**config.mk**
```make
export PLATFORM = sky130hd
export DESIGN_NAME = mem_wb_stage
export DESIGN_NICKNAME = d
export VERILOG_FILES = /design/src/rtl/mem_wb_stage.sv
export SDC_FILE = /design/constraint.sdc
export NUM_CORES = 1
export LEC_CHECK = 0
export BUFFER_PORTS_ARGS = -buffer_cell sky130_fd_sc_hd__buf_4
export CELL_PAD_IN_SITES_DETAIL_PLACEMENT = 1
export CELL_PAD_IN_SITES_GLOBAL_PLACEMENT = 1
export CORE_UTILIZATION = 43
export CTS_CLUSTER_SIZE = 24
export DETAILED_ROUTE_END_ITERATION = 8
export GPL_TIMING_DRIVEN = 0
export PLACE_DENSITY = 0.81
export SETUP_SLACK_MARGIN = 0.2
export SYNTH_ARGS = -nofsm -noshare
export SYNTH_HDL_FRONTEND = slang
export SYNTH_SLANG_ARGS = --single-unit
export TNS_END_PERCENT = 100
```
**constraint.sdc**
```tcl
create_clock -name clk -period 10.8 [get_ports clk]
set_input_delay 0.54 -clock clk [delete_from_list [all_inputs] [get_ports clk]]
set_output_delay 0.54 -clock clk [all_outputs]
set_load 0.05 [all_outputs]
```
**src/rtl/mem_wb_stage.sv**
```systemverilog
// MEM stage: drives word loads/stores to a variable-latency data memory, stalls upstream while an access waits, registers MEM/WB state.
// Optional MISALIGN_TRAP_EN: a misaligned memop is trapped (no request, dmem_err pulse); otherwise addresses are word-aligned.
module mem_wb_stage #(
  parameter int XLEN         = 32,
  parameter int WAIT_TIMEOUT = 255
) (
  input  logic            clk,
  input  logic            reset,
  input  logic            RegWriteM,
  input  logic            MemWriteM,
  input  logic [1:0]      ResultSrcM,
  input  logic [XLEN-1:0] ALUResultM,
  input  logic [XLEN-1:0] WriteDataM,
  input  logic [XLEN-1:0] PCPlus4M,
  input  logic [4:0]      RdM,
  output logic            dmem_req,
  output logic            dmem_we,
  output logic [XLEN-1:0] dmem_addr,
  output logic [XLEN-1:0] dmem_wdata,
  input  logic            dmem_ready,
  input  logic [XLEN-1:0] dmem_rdata,
  output logic            StallM,
  output logic            dmem_err,
  output logic            RegWriteW,
  output logic [1:0]      ResultSrcW,
  output logic [XLEN-1:0] ALUResultW,
  output logic [XLEN-1:0] ReadDataW,
  output logic [XLEN-1:0] PCPlus4W,
  output logic [4:0]      RdW
);

  localparam int            CW         = (WAIT_TIMEOUT < 2) ? 1 : $clog2(WAIT_TIMEOUT + 1);
  localparam int            TO_LAST_I  = (WAIT_TIMEOUT == 0) ? 0 : WAIT_TIMEOUT - 1;
  localparam logic [CW-1:0] TO_LAST    = CW'(TO_LAST_I);
  localparam logic [CW-1:0] CNT_MAX    = '1;
  localparam bit            TIMEOUT_EN = (WAIT_TIMEOUT != 0);

  typedef enum logic {S_IDLE, S_WAIT} state_t;

  state_t            state;
  logic [CW-1:0]     cnt;

  logic              h_we;
  logic [XLEN-1:0]   h_addr;
  logic [XLEN-1:0]   h_wdata;
  logic              h_regwrite;
  logic [1:0]        h_resultsrc;
  logic [XLEN-1:0]   h_alu;
  logic [XLEN-1:0]   h_pc4;
  logic [4:0]        h_rd;

  logic              memop;
  logic              misalign;
  logic              issue;
  logic              timeout_hit;
  logic [XLEN-1:0]   m_addr;

  assign memop = MemWriteM | (ResultSrcM == 2'b01);

`ifdef MISALIGN_TRAP_EN
  assign misalign = memop & (ALUResultM[1:0] != 2'b00);
  assign m_addr   = ALUResultM;
`else
  assign misalign = 1'b0;
  assign m_addr   = {ALUResultM[XLEN-1:2], 2'b00};
`endif

  assign issue       = memop & ~misalign;
  assign timeout_hit = TIMEOUT_EN && (cnt == TO_LAST) && !dmem_ready;

  // Request and stall are gated by reset so an in-flight access is dropped at once.
  always_comb begin
    dmem_req   = 1'b0;
    dmem_we    = 1'b0;
    dmem_addr  = m_addr;
    dmem_wdata = WriteDataM;
    StallM     = 1'b0;
    if (!reset) begin
      if (state == S_WAIT) begin
        dmem_req   = 1'b1;
        dmem_we    = h_we;
        dmem_addr  = h_addr;
        dmem_wdata = h_wdata;
        StallM     = ~dmem_ready;
      end else if (issue) begin
        dmem_req = 1'b1;
        dmem_we  = MemWriteM;
        StallM   = ~dmem_ready;
      end
    end
  end

  always_ff @(posedge clk or posedge reset) begin
    if (reset) begin
      state       <= S_IDLE;
      cnt         <= '0;
      h_we        <= 1'b0;
      h_addr      <= '0;
      h_wdata     <= '0;
      h_regwrite  <= 1'b0;
      h_resultsrc <= 2'b00;
      h_alu       <= '0;
      h_pc4       <= '0;
      h_rd        <= '0;
      dmem_err    <= 1'b0;
      RegWriteW   <= 1'b0;
      ResultSrcW  <= 2'b00;
      ALUResultW  <= '0;
      ReadDataW   <= '0;
      PCPlus4W    <= '0;
      RdW         <= '0;
    end else begin
      dmem_err <= 1'b0;
      case (state)
        S_IDLE: begin
          if (issue && !dmem_ready) begin
            h_we        <= MemWriteM;
            h_addr      <= m_addr;
            h_wdata     <= WriteDataM;
            h_regwrite  <= RegWriteM;
            h_resultsrc <= ResultSrcM;
            h_alu       <= ALUResultM;
            h_pc4       <= PCPlus4M;
            h_rd        <= RdM;
            cnt         <= '0;
            RegWriteW   <= 1'b0;
            state       <= S_WAIT;
          end else begin
            // A trapped misaligned access still flows to WB, but never writes a register.
            RegWriteW  <= RegWriteM & ~misalign;
            ResultSrcW <= ResultSrcM;
            ALUResultW <= ALUResultM;
            PCPlus4W   <= PCPlus4M;
            RdW        <= RdM;
            if (issue && !MemWriteM)
              ReadDataW <= dmem_rdata;
            if (misalign)
              dmem_err <= 1'b1;
          end
        end
        S_WAIT: begin
          if (dmem_ready) begin
            RegWriteW  <= h_regwrite;
            ResultSrcW <= h_resultsrc;
            ALUResultW <= h_alu;
            PCPlus4W   <= h_pc4;
            RdW        <= h_rd;
            if (!h_we)
              ReadDataW <= dmem_rdata;
            state <= S_IDLE;
          end else begin
            RegWriteW <= 1'b0;
            if (cnt != CNT_MAX)
              cnt <= cnt + 1'b1;
            if (timeout_hit) begin
              dmem_err <= 1'b1;
              state    <= S_IDLE;
            end
          end
        end
        default: state <= S_IDLE;
      endcase
    end
  end

endmodule

```
==> results of run 1 <==
final cells by class:
type                       count  area [um^2]  area share [%]
clock buffer                  35          703            5.33
buffer                        50          280            2.12
multi-input combinational    472         3940            29.8
timing repair buffer         309         2340            17.7
inverter                       4         22.5           0.171
clock inverter                11         83.8           0.635
tap                          280          350            2.65
sequential                   219         5480            41.5
synthesized netlist by cell type (all sizes together):
master | number | share of area [%]
a21boi | 1 | 0.077
a21o | 1 | 0.077
a21oi | 72 | 3.7
a22o | 1 | 0.090
a31oi | 1 | 0.064
and2 | 2 | 0.13
buf | 44 | 2.7
clkbuf | 6 | 0.23
conb | 1 | 0.039
dfrtp | 219 | 56
ha | 2 | 0.26
inv | 4 | 0.15
mux2 | 198 | 23
mux2i | 73 | 7.5
nand2 | 6 | 0.23
nand2b | 1 | 0.064
nand3 | 4 | 0.21
nand4 | 1 | 0.064
nor2 | 81 | 3.1
nor2b | 1 | 0.064
nor3 | 4 | 0.26
nor4b | 1 | 0.090
o21a | 3 | 0.23
o21ai | 5 | 0.30
o22ai | 1 | 0.064
o31ai | 6 | 0.46
o41ai | 3 | 0.27
or3 | 2 | 0.13
cell families after synthesis:
family	count (synthesis)	share of synthesized area (%)
AOI/OAI and AO/OA	94	5.35
adders and majority gates	2	0.258
buffers and inverters	54	3.04
DFF	219	56.5
muxes	271	30.5
other	1	0.0386
and+or+nand+nor	103	4.37
worst paths after layout:
check	end	from	cells past startpoint
min	PCPlus4W[25]	reset	2
max in group asynchronous	h_wdata[6]	reset	3
max	dmem_addr[26]	reset	6
min in group clk	ReadDataW[22]	dmem_rdata[22]	2
max reg2reg	ReadDataW[1]	state	5
min reg2reg	ReadDataW[22]	ReadDataW[22]	1
cells in the final DEF, fill, tap and decap left out, types with 2 or more instances in the layout:
master,synthesis,routed
clkbuf_8,0,4
mux2_1,10,10
mux2_2,188,188
nand2_1,6,6
buf_4,5,313
nor2_1,81,81
a21oi_1,72,72
conb_1,1,2
ha_1,2,2
clkinv_2,0,9
nand3_1,4,4
clkbuf_1,6,12
or3_1,2,2
o21ai_0,3,3
mux2i_1,73,73
o31ai_1,6,6
nor3_1,3,3
dfrtp_1,219,219
o41ai_1,3,3
and2_1,2,2
o21a_1,3,3
clkbuf_16,0,25
buf_2,35,35
inv_1,4,3
buf_6,4,4
registers in the layout (all words and copies together), names as in the netlist:
register / cells
ALUResultW: 32
PCPlus4W: 32
ReadDataW: 32
h_alu: 32
h_pc4: 32
h_wdata: 32
cnt: 8
RdW: 5
h_rd: 5
ResultSrcW: 2
h_resultsrc: 2
RegWriteW: 1
dmem_err: 1
h_regwrite: 1
h_we: 1
state: 1
through the flow:
step	hold slack [ns]	cell area, um^2	TNS [ns]
after floorplan	0.454	9710	0
after global placement	0.474	12400	-23.00
after detailed placement	0.489	12400	0
after CTS	0.223	13200	0
after global routing	0.227	13200	0
final	0.196	13200	0
worst register-to-register path: cells and delay by family, from the launching register on:
family / cells / cell delay, ns
buffers and inverters: 2 / 0.60
and+or+nand+nor: 1 / 0.09
AOI/OAI and AO/OA: 1 / 0.44
DFF: 1 / 0.36
muxes: 1 / 0.38
routing by layer:
metal,share of wire (%),GRT usage (%),vias to the layer above
met5,0,0,-
met2,51,43.1,238
met1,39,28.4,3634
li1,-,-,3295
met4,2.9,7.53,0
met3,7.4,6.46,49
power groups by stage:
stage                     combinational [mW]  sequential [mW]  clock (mW)
after global routing                   0.981             1.09       0.866
after floorplan                        0.358             1.35           0
after detailed placement               0.940             1.09           0
final                                  0.933             1.07       0.816
after CTS                              0.943             1.07       0.837
after global placement                 0.920             1.08           0
==> flow_summary.yaml, run 1 <==
synthesis:
  syn_inst: 744
  yosysWarnings: 0
  synth_area_per_cell_um2: 13.0
  synth.ff_latch_count: 219
  ys_types: 34
  syn_area_um2: 9710
  ys_seq_area_share_pct: 56.5
power:
  pwr-share-comb_pct: 33.0
  switchingPower_mw: 1.03
  swShare_pct: 36.4
  intPower_mw: 1.80
  sequentialPowerShare_pct: 38.0
  clockPowerShare_pct: 28.9
  p_leak_nw: 6.18
  power_mw: 2.82
  ir_worst_vdd_v: 0.000120
  power_density_nw_per_um2: 214
sta:
  period_minus_slack_ns: 3.16
  rsz0062_at_grt: "no"
  setup_viol: 0
  finalMaxSlewViolations: 0
  max_freq_mhz: 317
  finalClockSkew_ns: 0.00765
  finalCritPeriodShare_pct: 29.2
  hold_viol_final: 0
  worst_pin_slew_ns: 0.761
  finalWorstSetupSlack_ns: 7.64
  relSlewSlack_pct: 49.3
setup_path:
  crit_path_end_kind: "primary output"
  critPathTopFamily: "buffers and inverters"
  start_kind: "input pin"
  critPathBufInv: 4
  cp_max_fo: 111
  worstSetupPathType: "in -> out"
  cp.required_ns: 10.26
  reg2reg_slack_ns: 8.81
  cpMostUsedCell: "buf_4"
  max_stage_delay_ns: 0.54
  arrival_ns: 2.62
  slowest_stage: "inv_8"
  crit_chain: "buf_4, inv_8, nand2_1, buf_2, mux2_2, buf_4"
worst_hold_path:
  hold_class: "in -> async"
die:
  rows: 54
  core_area_um2: 22000
  die_h_um: 152
  pin_count: 312
  die_area_um2: 23200
  die_w_um: 152
  start_util_pct: 44.2
detailed_routing:
  drcViolationCount: 20
  drt-pass1-iter-count: 6
  wire_per_inst_um: 20.1
  ant_nets: 0
  routed_wl_um: 27700
  via_per_inst: 5.23
  vias: 7216
  first_iter_violations: 295
clock_tree:
  cts_tree: "yes"
  insertion_delay_ns: 0.52
  cts_resized: 0
  cts.clk_slew.worst_paths_ns: 0.06
  cts_made_buffers: 25
  cts_root_buf: "clkbuf_16"
  cts.sinks: 219
  htree_levels: 1
  post_cts_buffers: 0
  ctsHoldBuffers: 0
  cts_buffer_depth: 3
flow_run:
  maxCapViolations: 0
final_layout:
  drive_gt1_share_pct: 53.1
  nets: 1223
  insertedDiodeCount: 0
  n_fill_cell: 2251
  utilization_pct: 60.1
  areaGrowthSynthToFinish_pct: 35.9
  finalNonFillerCells: 1380
grt:
  antenna_found_initial: 0
  grt_max_degree: 112
  grt_pass1_wl_um: 44500
  grtUsageTotal_pct: 24.2
  first_global_vias: 8079
  grt-ovfl-total: 0
place:
  dp_hpwl_um: 20100
  gp_congestion: 0.784
  portBuffers: 308
  placed_cells: 1334
  preCtsSetupSlack_ns: 7.53
outcome:
  status: "finished, violations left"
  violations: "DRC"
Note: power is estimated with default switching activity, not from simulation.
==> run 2: changes to the inputs <==
Settings changed: CORE_UTILIZATION 43 to 40, PLACE_DENSITY 0.81 to 0.76.
Clock period 10.8 ns to 2.96 ns, I/O delays scaled along.
==> flow_summary.yaml, run 2 (synthesized netlist as in run 1, its figures left out) <==
setup_path:
  startpoint: "state"
  cpMostUsedCell: "buf_2"
  cp.required_ns: 2.81
  start_kind: "flip-flop"
  r2r_start: "state"
  cp_max_fo: 10
  crit_path_end_kind: "primary output"
  crit_chain: "buf_2, buf_2, buf_2, mux2i_1, nor2_1, buf_4"
  slowest_stage: "dfrtp_1"
  arrival_ns: 2.45
  max_stage_delay_ns: 0.38
  worstSetupPathType: "reg -> out"
sta:
  setup_viol: 0
  finalClockSkew_ns: 0.0106
  period_minus_slack_ns: 2.60
  final.setup.tns_ns: 0
  finalMaxSlewViolations: 0
  worst_pin_slew_ns: 0.863
  rsz0062_at_grt: "no"
  relSlewSlack_pct: 42.3
  max_freq_mhz: 385
  hold_viol_final: 0
  finalCritPeriodShare_pct: 87.8
  hold_ws_ns: 0.0569
place:
  gp_congestion: 0.773
  dp_hpwl_um: 21100
  portBuffers: 308
  placed_cells: 1379
detailed_routing:
  route.met3.wl_um: 2130
  drt-met1-wl_um: 12900
  first_iter_violations: 269
  via_per_inst: 5.10
  top_layer: "met4"
  drcViolationCount: 0
  vias: 7951
  dr_wl_met2_um: 18600
  wire_per_inst_um: 22.2
  drt-pass1-iter-count: 6
  routed_wl_um: 34700
  ant_nets: 0
final_layout:
  final_common_cell: "buf_4"
  finalNonFillerCells: 1560
  layout_common_cells: "buf_4, dfrtp_1, mux2_2"
  areaGrowthSynthToFinish_pct: 51.8
  nets: 1368
  n_fill_cell: 2433
  drive_gt1_share_pct: 47.3
  insertedDiodeCount: 0
die:
  rows: 56
  pin_count: 312
  die_area_um2: 24900
  core_area_um2: 23600
  die_w_um: 158
  die_h_um: 158
  start_util_pct: 41.1
power:
  power_density_nw_per_um2: 725
  ir_worst_vdd_v: 0.000438
  p_leak_nw: 6.80
grt:
  antenna_found_initial: 0
  grtUsageTotal_pct: 27.8
  grt_pass1_wl_um: 52500
  first_global_vias: 9065
  grt-ovfl-total: 0
  grt_max_degree: 39
clock_tree:
  cts.sinks: 219
  insertion_delay_ns: 0.52
  cts_root_buf: "clkbuf_16"
  cts_buffer_depth: 3
  post_cts_buffers: 0
  cts.clk_slew.worst_paths_ns: 0.06
  cts_tree: "yes"
  htree_levels: 1
  cts_made_buffers: 25
outcome:
  status: "finished clean"
flow_run:
  maxCapViolations: 0
worst_hold_path:
  hold_class: "in -> reg"
  holdCritStartpoint: "dmem_ready"
run 2: cell count changes in the layout (fill, tap and decap cells not counted):
cell / previous run / this run
buf_12: 0 / 7
buf_16: 1 / 0
clkbuf_8: 4 / 6
clkinv_2: 9 / 4
clkinvlp_4: 0 / 1
dlygate4sd3_1: 0 / 139
inv_6: 1 / 0
inv_8: 1 / 0
nand2_1: 6 / 5
nand2_2: 0 / 1
run 2: final timing paths:
check | endpoint | slack, ns | depth (start not counted)
max | dmem_we | 0.36 | 6
min | dmem_err | 0.06 | 2
max reg2reg | ReadDataW[8] | 0.73 | 5
min reg2reg | cnt[6] | 0.49 | 1
max in group asynchronous | PCPlus4W[6] | 1.02 | 6
min in group asynchronous | ReadDataW[8] | 0.29 | 4
run 2: critical path, delay by kind of cell, from the launching register on:
family / cells / cell delay (ns)
DFF: 1 / 0.38
buffers and inverters: 4 / 1.18
muxes: 1 / 0.29
and+or+nand+nor: 1 / 0.07
run 2: stage by stage:
step	util, %	worst slack (ns)	power [mW]	cell area [um^2]
finish	62.4	0.362	10.7	14700
global route	62.4	0.236	11.1	14700
CTS	62.4	0.217	10.6	14700
detailed placement	53.2	0.352	7.42	12600
global placement	52.6	-5.21	7.30	12400
floorplan	-	-1.94	6.25	9720
run 2: power by group:
part / total, mW / internal (mW) / switching, mW
clock: 3.05 / 1.78 / 1.27
combinational: 3.68 / 1.36 / 2.32
sequential: 3.96 / 3.59 / 0.376
run 2: layer usage:
layer / up-vias / track usage, %
li1: 3590 / -
met1: 4045 / 31.0
met2: 253 / 52.8
met3: 63 / 5.64
met4: 0 / 8.32
met5: - / 0
run 2: what timing repair did:
action	CTS	global route
setup endpoints to repair	0	23
endpoints found under the hold margin	245	0
resized for setup	0	1
hold buffers	139	0
run 2: layout make-up:
class | instances | area (um^2) | area share [%]
Sequential cell | 219 | 5480 | 37.2
Multi-Input combinational cell | 472 | 3940 | 26.7
Timing Repair Buffer | 454 | 3840 | 26.1
Clock buffer | 37 | 731 | 4.96
Tap cell | 319 | 399 | 2.71
Buffer | 50 | 280 | 1.90
Clock inverter | 5 | 50.0 | 0.340
Inverter | 4 | 18.8 | 0.127
